## src/rtl/coh_snoop_responder.sv

```systemverilog
// coh_snoop_responder: queues hub snoops, looks up / downgrades the local cache, answers each snoop in order.
module coh_snoop_responder #(
    parameter int DEPTH    = 4,
    parameter int LINE_OFF = 6
) (
    input  logic        clk,
    input  logic        rst,
    input  logic [7:0]  snp_rqst,
    input  logic [7:0]  snp_trsc,
    input  logic [63:0] snp_addr,
    output logic [7:0]  snp_resp,
    output logic [7:0]  snp_mesi,
    output logic        lk_req,
    output logic [63:0] lk_addr,
    input  logic        lk_ack,
    input  logic        lk_hit,
    input  logic        lk_dirty,
    output logic        act_req,
    output logic [1:0]  act_op,
    input  logic        act_ack,
    output logic        busy,
    output logic        ovf
);
    localparam int AW = $clog2(DEPTH);
    typedef enum logic [1:0] {IDLE, LOOK, ACT, RESP} state_t;
    state_t state_q, state_d;
    logic [79:0] mem_q [DEPTH];
    logic [79:0] head;
    logic [AW-1:0] wr_ptr_q, wr_ptr_d, rd_ptr_q, rd_ptr_d;
    logic [AW:0] cnt_q, cnt_d;
    logic [7:0] id_q, id_d, trsc_q, trsc_d, resp_q, resp_d, mesi_q, mesi_d;
    logic [63:0] addr_q, addr_d;
    logic [1:0] op_q, op_d;
    logic hit_q, hit_d, ovf_q, ovf_d;
    logic push, pop, full, accept;
    logic unused_dirty;

    always_comb begin
        push = snp_rqst != 8'd0;
        pop = state_q == RESP;
        full = cnt_q == (AW+1)'(DEPTH);
        accept = push && (!full || pop);
        head = mem_q[rd_ptr_q];
        wr_ptr_d = wr_ptr_q + AW'(accept);
        rd_ptr_d = rd_ptr_q + AW'(pop);
        cnt_d = cnt_q + (AW+1)'(accept) - (AW+1)'(pop);
        ovf_d = ovf_q || (push && full && !pop);
        state_d = state_q;
        id_d = id_q;
        trsc_d = trsc_q;
        addr_d = addr_q;
        hit_d = hit_q;
        op_d = op_q;
        resp_d = 8'd0;
        mesi_d = 8'd0;
        unused_dirty = lk_dirty;
        case (state_q)
            IDLE: if (cnt_q != '0) begin
                id_d = head[79:72];
                trsc_d = head[71:64];
                addr_d = head[63:0];
                hit_d = 1'b0;
                state_d = (head[71:64] == 8'h01 || head[71:64] == 8'h02) ? LOOK : RESP;
            end
            LOOK: if (lk_ack) begin
                hit_d = lk_hit;
                op_d = trsc_q == 8'h01 ? 2'd1 : 2'd2;
                state_d = lk_hit ? ACT : RESP;
            end
            ACT: state_d = act_ack ? RESP : ACT;
            default: begin
                resp_d = id_q;
                mesi_d = {7'd0, trsc_q == 8'h01 && hit_q};
                state_d = IDLE;
            end
        endcase
    end

    always_ff @(posedge clk)
        if (accept) mem_q[wr_ptr_q] <= {snp_rqst, snp_trsc, snp_addr};

    always_ff @(posedge clk) begin
        if (rst) begin
            state_q <= IDLE;
            wr_ptr_q <= '0;
            rd_ptr_q <= '0;
            cnt_q <= '0;
            ovf_q <= 1'b0;
            id_q <= '0;
            trsc_q <= '0;
            addr_q <= '0;
            hit_q <= 1'b0;
            op_q <= '0;
            resp_q <= '0;
            mesi_q <= '0;
        end else begin
            state_q <= state_d;
            wr_ptr_q <= wr_ptr_d;
            rd_ptr_q <= rd_ptr_d;
            cnt_q <= cnt_d;
            ovf_q <= ovf_d;
            id_q <= id_d;
            trsc_q <= trsc_d;
            addr_q <= addr_d;
            hit_q <= hit_d;
            op_q <= op_d;
            resp_q <= resp_d;
            mesi_q <= mesi_d;
        end
    end

    assign lk_req = state_q == LOOK;
    assign lk_addr = lk_req ? {addr_q[63:LINE_OFF], {LINE_OFF{1'b0}}} : 64'd0;
    assign act_req = state_q == ACT;
    assign act_op = act_req ? op_q : 2'd0;
    assign snp_resp = resp_q;
    assign snp_mesi = mesi_q;
    assign busy = cnt_q != '0 || state_q != IDLE;
    assign ovf = ovf_q;
endmodule
```

## config.mk

```make
export PLATFORM = sky130hd
export DESIGN_NAME = coh_snoop_responder
export DESIGN_NICKNAME = d
export VERILOG_FILES = /design/src/rtl/coh_snoop_responder.sv
export SDC_FILE = /design/constraint.sdc
export NUM_CORES = 1
export LEC_CHECK = 0
export BUFFER_PORTS_ARGS = -buffer_cell sky130_fd_sc_hd__buf_2
export CAP_MARGIN = 20
export CORE_UTILIZATION = 60
export CTS_CLUSTER_SIZE = 30
export DETAILED_ROUTE_END_ITERATION = 8
export MAX_ROUTING_LAYER = met4
export PLACE_DENSITY = 0.83
export SYNTH_ARGS = -nofsm -noshare
export SYNTH_HDL_FRONTEND = slang
export SYNTH_SLANG_ARGS = --single-unit
```

## constraint.sdc

```tcl
create_clock -name clk -period 10.5 [get_ports clk]
set_input_delay 0.525 -clock clk [delete_from_list [all_inputs] [get_ports clk]]
set_output_delay 0.525 -clock clk [all_outputs]
set_load 0.03 [all_outputs]
```

Word-level counts from Yosys, hierarchy flattened --
Memory sizes are Yosys's and may differ from the RTL's. A register that Yosys moved wholly into a read port is not among the register bits. Cells that the tools add are included.
Word-level totals: bits in registers 109, latch bits 0, bits in writable memories 320, memory bits (read-only) 0, output and inout port bits 86, logic and storage cells 62, memories 1
Operators by class: add/sub/neg operators 4, multipliers 0, div/mod/pow operators 0, magnitude comparators 0, equality and inequality tests 9, shifts and indexed selects 0, mux-type cells 15, bitwise operators 0, reductions and logical operators 20
Memories:
- mem_q | depth 4, width 80, read ports 1, clocked after Yosys merged registers in 1, write ports 1, RTL line 27 | logic [79:0] mem_q [DEPTH];
Operator list (number):
- $mux W64 | 1
- $eq A8 B1 Y1 const B | 2
- $mux W2 | 6
- $eq A8 B2 Y1 const B | 1
- $reduce_bool A8 Y1 | 1
- $mux W1 | 6
- $pmux W2 S3 | 1
- $reduce_and A2 Y1 | 3
- $add A2 B1 Y2 | 2
- $eq A2 B2 Y1 const B | 2
- $logic_and A1 B1 Y1 | 4
- $logic_or A1 B1 Y1 | 4
- $reduce_bool A2 Y1 | 2
- $reduce_or A4 Y1 | 1
- $add A3 B1 Y3 | 1
- $eq A3 B3 Y1 const B | 1
- $reduce_and A3 Y1 | 1
- $reduce_bool A3 Y1 | 1
- $sub A3 B1 Y3 | 1
- $eq A2 B1 Y1 const B | 1
- $logic_not A1 Y1 | 2
- $logic_not A2 Y1 | 1
- $ne A2 B1 Y1 const B | 1
- $ne A2 B2 Y1 const B | 1
- $pmux W1 S2 | 1

Logic depth before layout (Yosys ltp) --
Gate-level depths: netlist of the first run.
depth after elaboration 6, gate-level depth with buffers 11, mapped depth without buffers 11

Worst setup path before layout of the first run --
Ideal clock, no wire load.
path type register to register, start point reg state_q[0], end point mem mem_q[1][10] (enable), setup time 0.613 ns, arrival 6.257 ns, slack 3.630 ns, cell stages (with the launch flop) 5, period minus slack after synthesis 6.870 ns, cell sequence dfxtp_1 > ha_1 > nor4b_1 > nand2b_1 > nor3b_1
On the way: longest elaborated chain between the ends 5
RTL lines:
- start: declaration | RTL line 26 | state_t state_q, state_d;
- start signal: assignment | RTL line 97 | state_q <= state_d;
- $eq A2 B2 Y1 | RTL line 40 | pop = state_q == RESP;
- $logic_or A1 B1 Y1 | RTL line 42 | accept = push && (!full || pop);
- $logic_and A1 B1 Y1 | RTL line 42
- $mux W1 | RTL line 80 | if (accept) mem_q[wr_ptr_q] <= {snp_rqst, snp_trsc, snp_addr};
- $mux W1 (implied by the code) | RTL line 80
- end: declaration | RTL line 27
Every way passes these cells.

Worst setup path in the final report of the first run --
start point reg state_q[0], end point mem mem_q[2][37] (enable)
Same word-level chain as after synthesis.

==> metrics, run 1 <==
status=complete, no violations; Post-CTS Resized=0; Synth Area in Compound Gates=0.0294; synthesis-to-layout area growth=15.6%; Final ANT Viol Nets=0; Post-Route Setup TNS=0 ns; H-tree levels=2; flop and latch count out of synthesis=392; io pins=172; unrepaired setup endpoints after global routing=false; Post-Syn Instances=roughly 900; Vias=7878; height of the die=about 160 microns; Fin. Hold Viols=0; crit-path max FO=between 40 and 50; clock latency on the worst-skew pair=0.52 ns; worst hold path type=in -> reg; Max Cap Violations=0; hold_buf cts=0; DP Wirelength=15900 microns; Final setup viols=0; # rows=56; Seq/Total Area, Yosys=0.738; max-slew violations=0; Avg Inst Size Synth=16.3 sq um; Mapped Area=14600 sq um; most frequent cells in the layout=edfxtp_1, nand2_1, buf_2; main combinational cell family by area after synthesis=multiplexers; CP Data Required Time=10.64 ns; Root Buffer=clkbuf_16; GRT overflow=0; 1st-iter DRT viols=590; vias in the first global route=7998; simple-gate share of the synthesized area=0.0827; hold_ws=about 0.22 ns; total core area=23700 sq um; first-pass GRT wire length=43100 microns; skew final=0.0145 ns; period utilization=0.303; mux cell area share after synthesis=0.115; die area=25000 sq um; post-CTS setup repair buffer count=0; initial antenna violation count=5; Synth Area in Adders=0.00906; Worst setup SP type=flop; largest net degree at the start of global routing=75; crit path DAT=around 3.3 ns; VDD IR max=approximately 0.18 mV; Die Wd=158 microns; Syn. warnings=0; slew margin rel.=0.304; vias per inst=5.60; Buffers on Ports=151; commonest non-fill, non-tap cell in the layout=edfxtp_1; f_max=0.314 GHz; Worst-path clk slew=0.06 ns; TritonRoute pass-1 iters=5; Num CTS Buffers=39; Global Route Usage Sum=0.242; Reg area=between 10000 and 15000 sq um; fin crit period=3.18 ns; Fillers=1537; Static Leak=6.05 nW; Initial Utilization=0.618; CTS tree=done; Multi-input gate area=3590 sq um; CP endpoint kind=flop; gp weighted congestion=about 0.72; Power Density=292 nW/um^2; total power=4.95 mW; Post-Synth XOR/XNOR Area=0.00299; fin nets=roughly 1.1k; Unique masters post-synth=35; total wire length=28300 microns; Residual DRC=0; worst-margin pin slew=1.04 ns; layout cells sized above 1=0.281; CP Class=reg -> reg; # clock sinks=392; final worst setup slack=approximately 7.3 ns; Routed wire per std cell=20.1 microns; pre-CTS setup slack=about 7.3 ns; maximum clock path buffer count=3
## kinds of logic (layout without fill, tap and decap cells)
family / after synthesis / count (layout)
multiplexers: 75 / 75
other: 1 / 19
buffers and inverters: 70 / 243
XOR/XNOR: 5 / 5
adder cells (fa/ha/maj): 10 / 10
AO/OA/AOI/OAI: 84 / 84
AND/OR/NAND/NOR: 260 / 260
flip-flops: 392 / 392
## routing by layer
metal,vias up,wire (microns),GRT usage
met2,299,14300,0.399
li1,3626,-,-
met1,3902,11300,0.304
met4,0,628,0.0792
met3,51,2010,0.0474
met5,-,0,-
## worst paths after layout
| kind | start | endpoint | slack, ns | cells after the start |
|---|---|---|---|---|
| min | snp_trsc[7] | mem_q[2][71] | 0.22 | 1 |
| max reg2reg | state_q[0] | mem_q[2][37] | 7.32 | 7 |
| min reg2reg | addr_q[54] | addr_q[54] | 0.45 | 2 |
| max | state_q[0] | mem_q[2][37] | 7.32 | 7 |
## registers in the layout, indices dropped and copies added (netlist names)
register	flops
addr_q	58
mem_q	296
hit_q	1
snp_mesi	1
snp_resp	8
op_q	2
ovf	1
wr_ptr_q	2
cnt_q	3
rd_ptr_q	2
state_q	2
id_q	8
trsc_q	8
## cells in the mapped netlist, drive strengths merged
cell type / count / share of area
a21oi: 79 / 0.027
a31oi: 2 / 0.00085
and2: 68 / 0.029
and3: 1 / 0.00043
buf: 24 / 0.011
clkbuf: 38 / 0.0097
conb: 1 / 0.00026
dfxtp: 96 / 0.13
edfxtp: 296 / 0.61
fa: 1 / 0.0014
ha: 9 / 0.0077
inv: 8 / 0.0021
mux2i: 1 / 0.00068
mux4: 74 / 0.11
nand2: 157 / 0.040
nand2b: 4 / 0.0017
nand3b: 1 / 0.00051
nand4: 1 / 0.00043
nor2: 12 / 0.0031
nor2b: 3 / 0.0013
nor3: 3 / 0.0010
nor3b: 1 / 0.00051
nor4: 4 / 0.0017
nor4b: 3 / 0.0018
o21ai: 1 / 0.00034
o2bb2ai: 1 / 0.00060
o311ai: 1 / 0.00060
or2: 1 / 0.00043
or4: 1 / 0.00051
xnor2: 4 / 0.0024
xor2: 1 / 0.00060
## critical path: stages (launching register included)
cell and delay [ns]:
dfxtp_1 0.42, ha_1 0.26, nor4b_1 0.08, nand2b_1 0.26, inv_1 0.14, nand2_1 0.09, nor2_4 0.80, buf_4 0.72
## metrics by stage
step                      std cells  instance area, sq um  utilization
final                          1407                 16900        0.715
after global routing           1406                 16900        0.715
after CTS                      1400                 16900        0.714
after detailed placement       1328                 15700        0.662
after global placement         1328                 15700        0.662
after floorplan                 909                 14700            -
## final cells by class
type,instances,area share
inverters,8,0.00177
repair buffers,163,0.0500
diodes,6,0.000887
clock inverters,22,0.00975
multi-input cells,447,0.212
well taps,319,0.0236
flip-flops and latches,392,0.639
clock buffers,50,0.0633
## power breakdown
group          internal (mW)  switching, mW  leakage (nW)
clock network          0.773          0.553         0.618
registers               2.24          0.168          3.55
logic                  0.414          0.797          1.88
Note: power is estimated with default switching activity, not from simulation.
==> inputs of run 2 (changes only) <==
--- a/config.mk
+++ b/config.mk
@@ -7,11 +7,11 @@
 export LEC_CHECK = 0
 export BUFFER_PORTS_ARGS = -buffer_cell sky130_fd_sc_hd__buf_2
 export CAP_MARGIN = 20
-export CORE_UTILIZATION = 60
+export CORE_UTILIZATION = 52
 export CTS_CLUSTER_SIZE = 30
 export DETAILED_ROUTE_END_ITERATION = 8
 export MAX_ROUTING_LAYER = met4
-export PLACE_DENSITY = 0.83
+export PLACE_DENSITY = 0.76
 export SYNTH_ARGS = -nofsm -noshare
 export SYNTH_HDL_FRONTEND = slang
 export SYNTH_SLANG_ARGS = --single-unit
==> constraint.sdc (replaced) <==
create_clock -name clk -period 2.85 [get_ports clk]
set_input_delay 0.1425 -clock clk [delete_from_list [all_inputs] [get_ports clk]]
set_output_delay 0.1425 -clock clk [all_outputs]
set_load 0.03 [all_outputs]
==> run 2 against run 1 <==
Clock skew down 0.0028 ns. Cell count up 10%. Sequential power rose to 3.7 times the previous value. Worst hold slack worse by 0.17 ns. Power rose to 3.8 times the previous value. Largest cell class unchanged. Critical path depth up 6. Non-clock buffer count up 85. Critical path type is now in -> reg. Sequential share of layout area down 3.8 points. Cell area up 6.4%. Global-route usage down 2.1 points.
==> metrics, run 2 (synthesis results as in run 1) <==
status=complete, no violations; TritonRoute pass-1 iters=5 (unchanged); Worst-path clk slew=0.06 ns (about the same); 1st-iter DRT viols=544 (-7.8%); fin crit period=2.46 ns; Top Registers=mem_q (296), addr_q (58); Static Leak=6.46 nW (+6.8%); CP Data Required Time=3.25 ns (-7.39 ns); pre-CTS setup slack=0.373 ns (-6.95 ns); CP Class=in -> reg; Reg area=10800 sq um (about the same); synthesis-to-layout area growth=23.1%; Num CTS Buffers=40 (+2.6%); largest net degree at the start of global routing=56 (-25%); r2r endpoint=cnt_q[2]; fin nets=1233 (+7.5%); max reg flops=296 (unchanged); unrepaired setup endpoints after global routing=false; Fillers=1957 (+27%); crit path DAT=2.86 ns (-0.47 ns); Die Wd=170 microns (+7.3%); Critical Path, Cell by Cell=dlygate4sd3_1 -> buf_2 -> nor4_1 -> nand2_1 -> nand2b_4 -> ha_1 -> inv_1 -> ha_1 -> inv_1 -> fa_1 -> xor2_1 -> xnor2_1 -> nor2_1; vias in the first global route=8762 (+9.6%); # rows=61 (+8.9%); Post-Route Setup TNS=0 ns (unchanged); CP Capture Point=cnt_q[2]; max-slew violations=0 (unchanged); f_max=0.406 GHz; Power Density=1050 nW/um^2 (+260%); gp weighted congestion=0.769 (+6.5%); Post-Layout Cell Count=1549 (+10%); final worst setup slack=0.389 ns (-6.93 ns); total core area=27700 sq um (+17%); worst setup path startpoint=snp_rqst[4]; io pins=172 (unchanged); Routed wire per std cell=19.1 microns (-5.0%); total wire length=29600 microns (+4.6%); period utilization=0.863; initial antenna violation count=2 (-3); vias per inst=5.32 (-5.0%); height of the die=170 microns (+7.3%); CP Buf/Inv Count=4 (+2); worst-margin pin slew=0.753 ns (-0.288 ns); worst hold path type=in -> reg; Multi-input gate area=3630 sq um (+1.1%); total power=18.9 mW (+280%); WP depth=13 (+6); maximum clock path buffer count=3 (unchanged); CTS tree=done; slowest stage delay, CP=0.54 ns (-0.26 ns); crit-path max FO=5 (-88%); Initial Utilization=0.528 (-0.0898); Buffers on Ports=151 (unchanged); Final setup viols=0 (unchanged); H-tree levels=2 (unchanged); Residual DRC=0 (unchanged); min-delay src=rst; Biggest register=mem_q; Root Buffer=clkbuf_16; crit-path leading delay family=buffers and inverters; Critical Path Slowest Stage Cell=dlygate4sd3_1; DP Wirelength=16800 microns (+5.8%); commonest non-fill, non-tap cell in the layout=edfxtp_1; Worst setup SP type=primary input; Fin. Hold Viols=0 (unchanged); first-pass GRT wire length=46500 microns (+7.8%); GRT overflow=0 (unchanged); Global Route Usage Sum=0.221 (-0.0215); Final ANT Viol Nets=0 (unchanged); Util after Layout=0.650 (-0.0646); r2r worst-path depth=11 (+4); # clock sinks=392 (unchanged); most frequent cells in the layout=edfxtp_1, nand2_1, buf_2; VDD IR max=0.825 mV (+370%); CP endpoint kind=flop; placed insts=1398 (+5.3%); die area=28800 sq um (+15%); Vias=8238 (+4.6%); slew margin rel.=0.498 (+0.194); skew final=0.0117 ns (-0.00283 ns); layout cells sized above 1=0.272 (-0.00893); Max Cap Violations=0 (unchanged); clock latency on the worst-skew pair=0.53 ns (about the same); R2R Path Start=state_q[1]; reg2reg setup slack=0.42 ns (-6.90 ns)
## run 2: stage by stage
stage / hold slack [ns] / instance area [sq um]
2_1_floorplan: 0.241 / 14800
3_3_place_gp: 0.354 / 16000
3_5_place_dp: 0.358 / 16000
4_1_cts: 0.0248 / 18000
5_1_grt: 0.0664 / 18000
6_report: 0.0495 / 18000
## run 2: worst min-delay path by stage
stage,to,depth (start not counted)
global placement,mem_q[1][23],1
global route,hit_q,5
finish,cnt_q[1],2
detailed placement,mem_q[1][36],1
CTS,cnt_q[1],2
floorplan,mem_q[0][10],0
## run 2: metal layers
layer,global-route usage,share of wire
met5,-,0
met4,0.0776,0.028
met2,0.378,0.51
met3,0.0347,0.047
met1,0.266,0.41
## run 2: layout make-up
type | count | area share
diodes | 2 | 0.000278
clock buffers | 59 | 0.0624
clock inverters | 15 | 0.0103
inverters | 8 | 0.00167
multi-input cells | 447 | 0.201
flip-flops and latches | 392 | 0.601
well taps | 378 | 0.0262
repair buffers | 248 | 0.0971
## run 2: report_power, final
part	leakage (nW)	internal, mW	switching, mW
registers	3.56	8.26	0.563
logic	2.27	1.79	3.09
clock network	0.638	3.11	2.07
total	6.46	13.2	5.72
## run 2: what timing repair did
item | 4_1_cts | 5_1_grt
endpoints found under the setup margin | 0 | 0
hold buffers | 75 | 0
gates resized for setup | 0 | 0
endpoints found under the hold margin | 298 | 0
setup buffers | 0 | 0
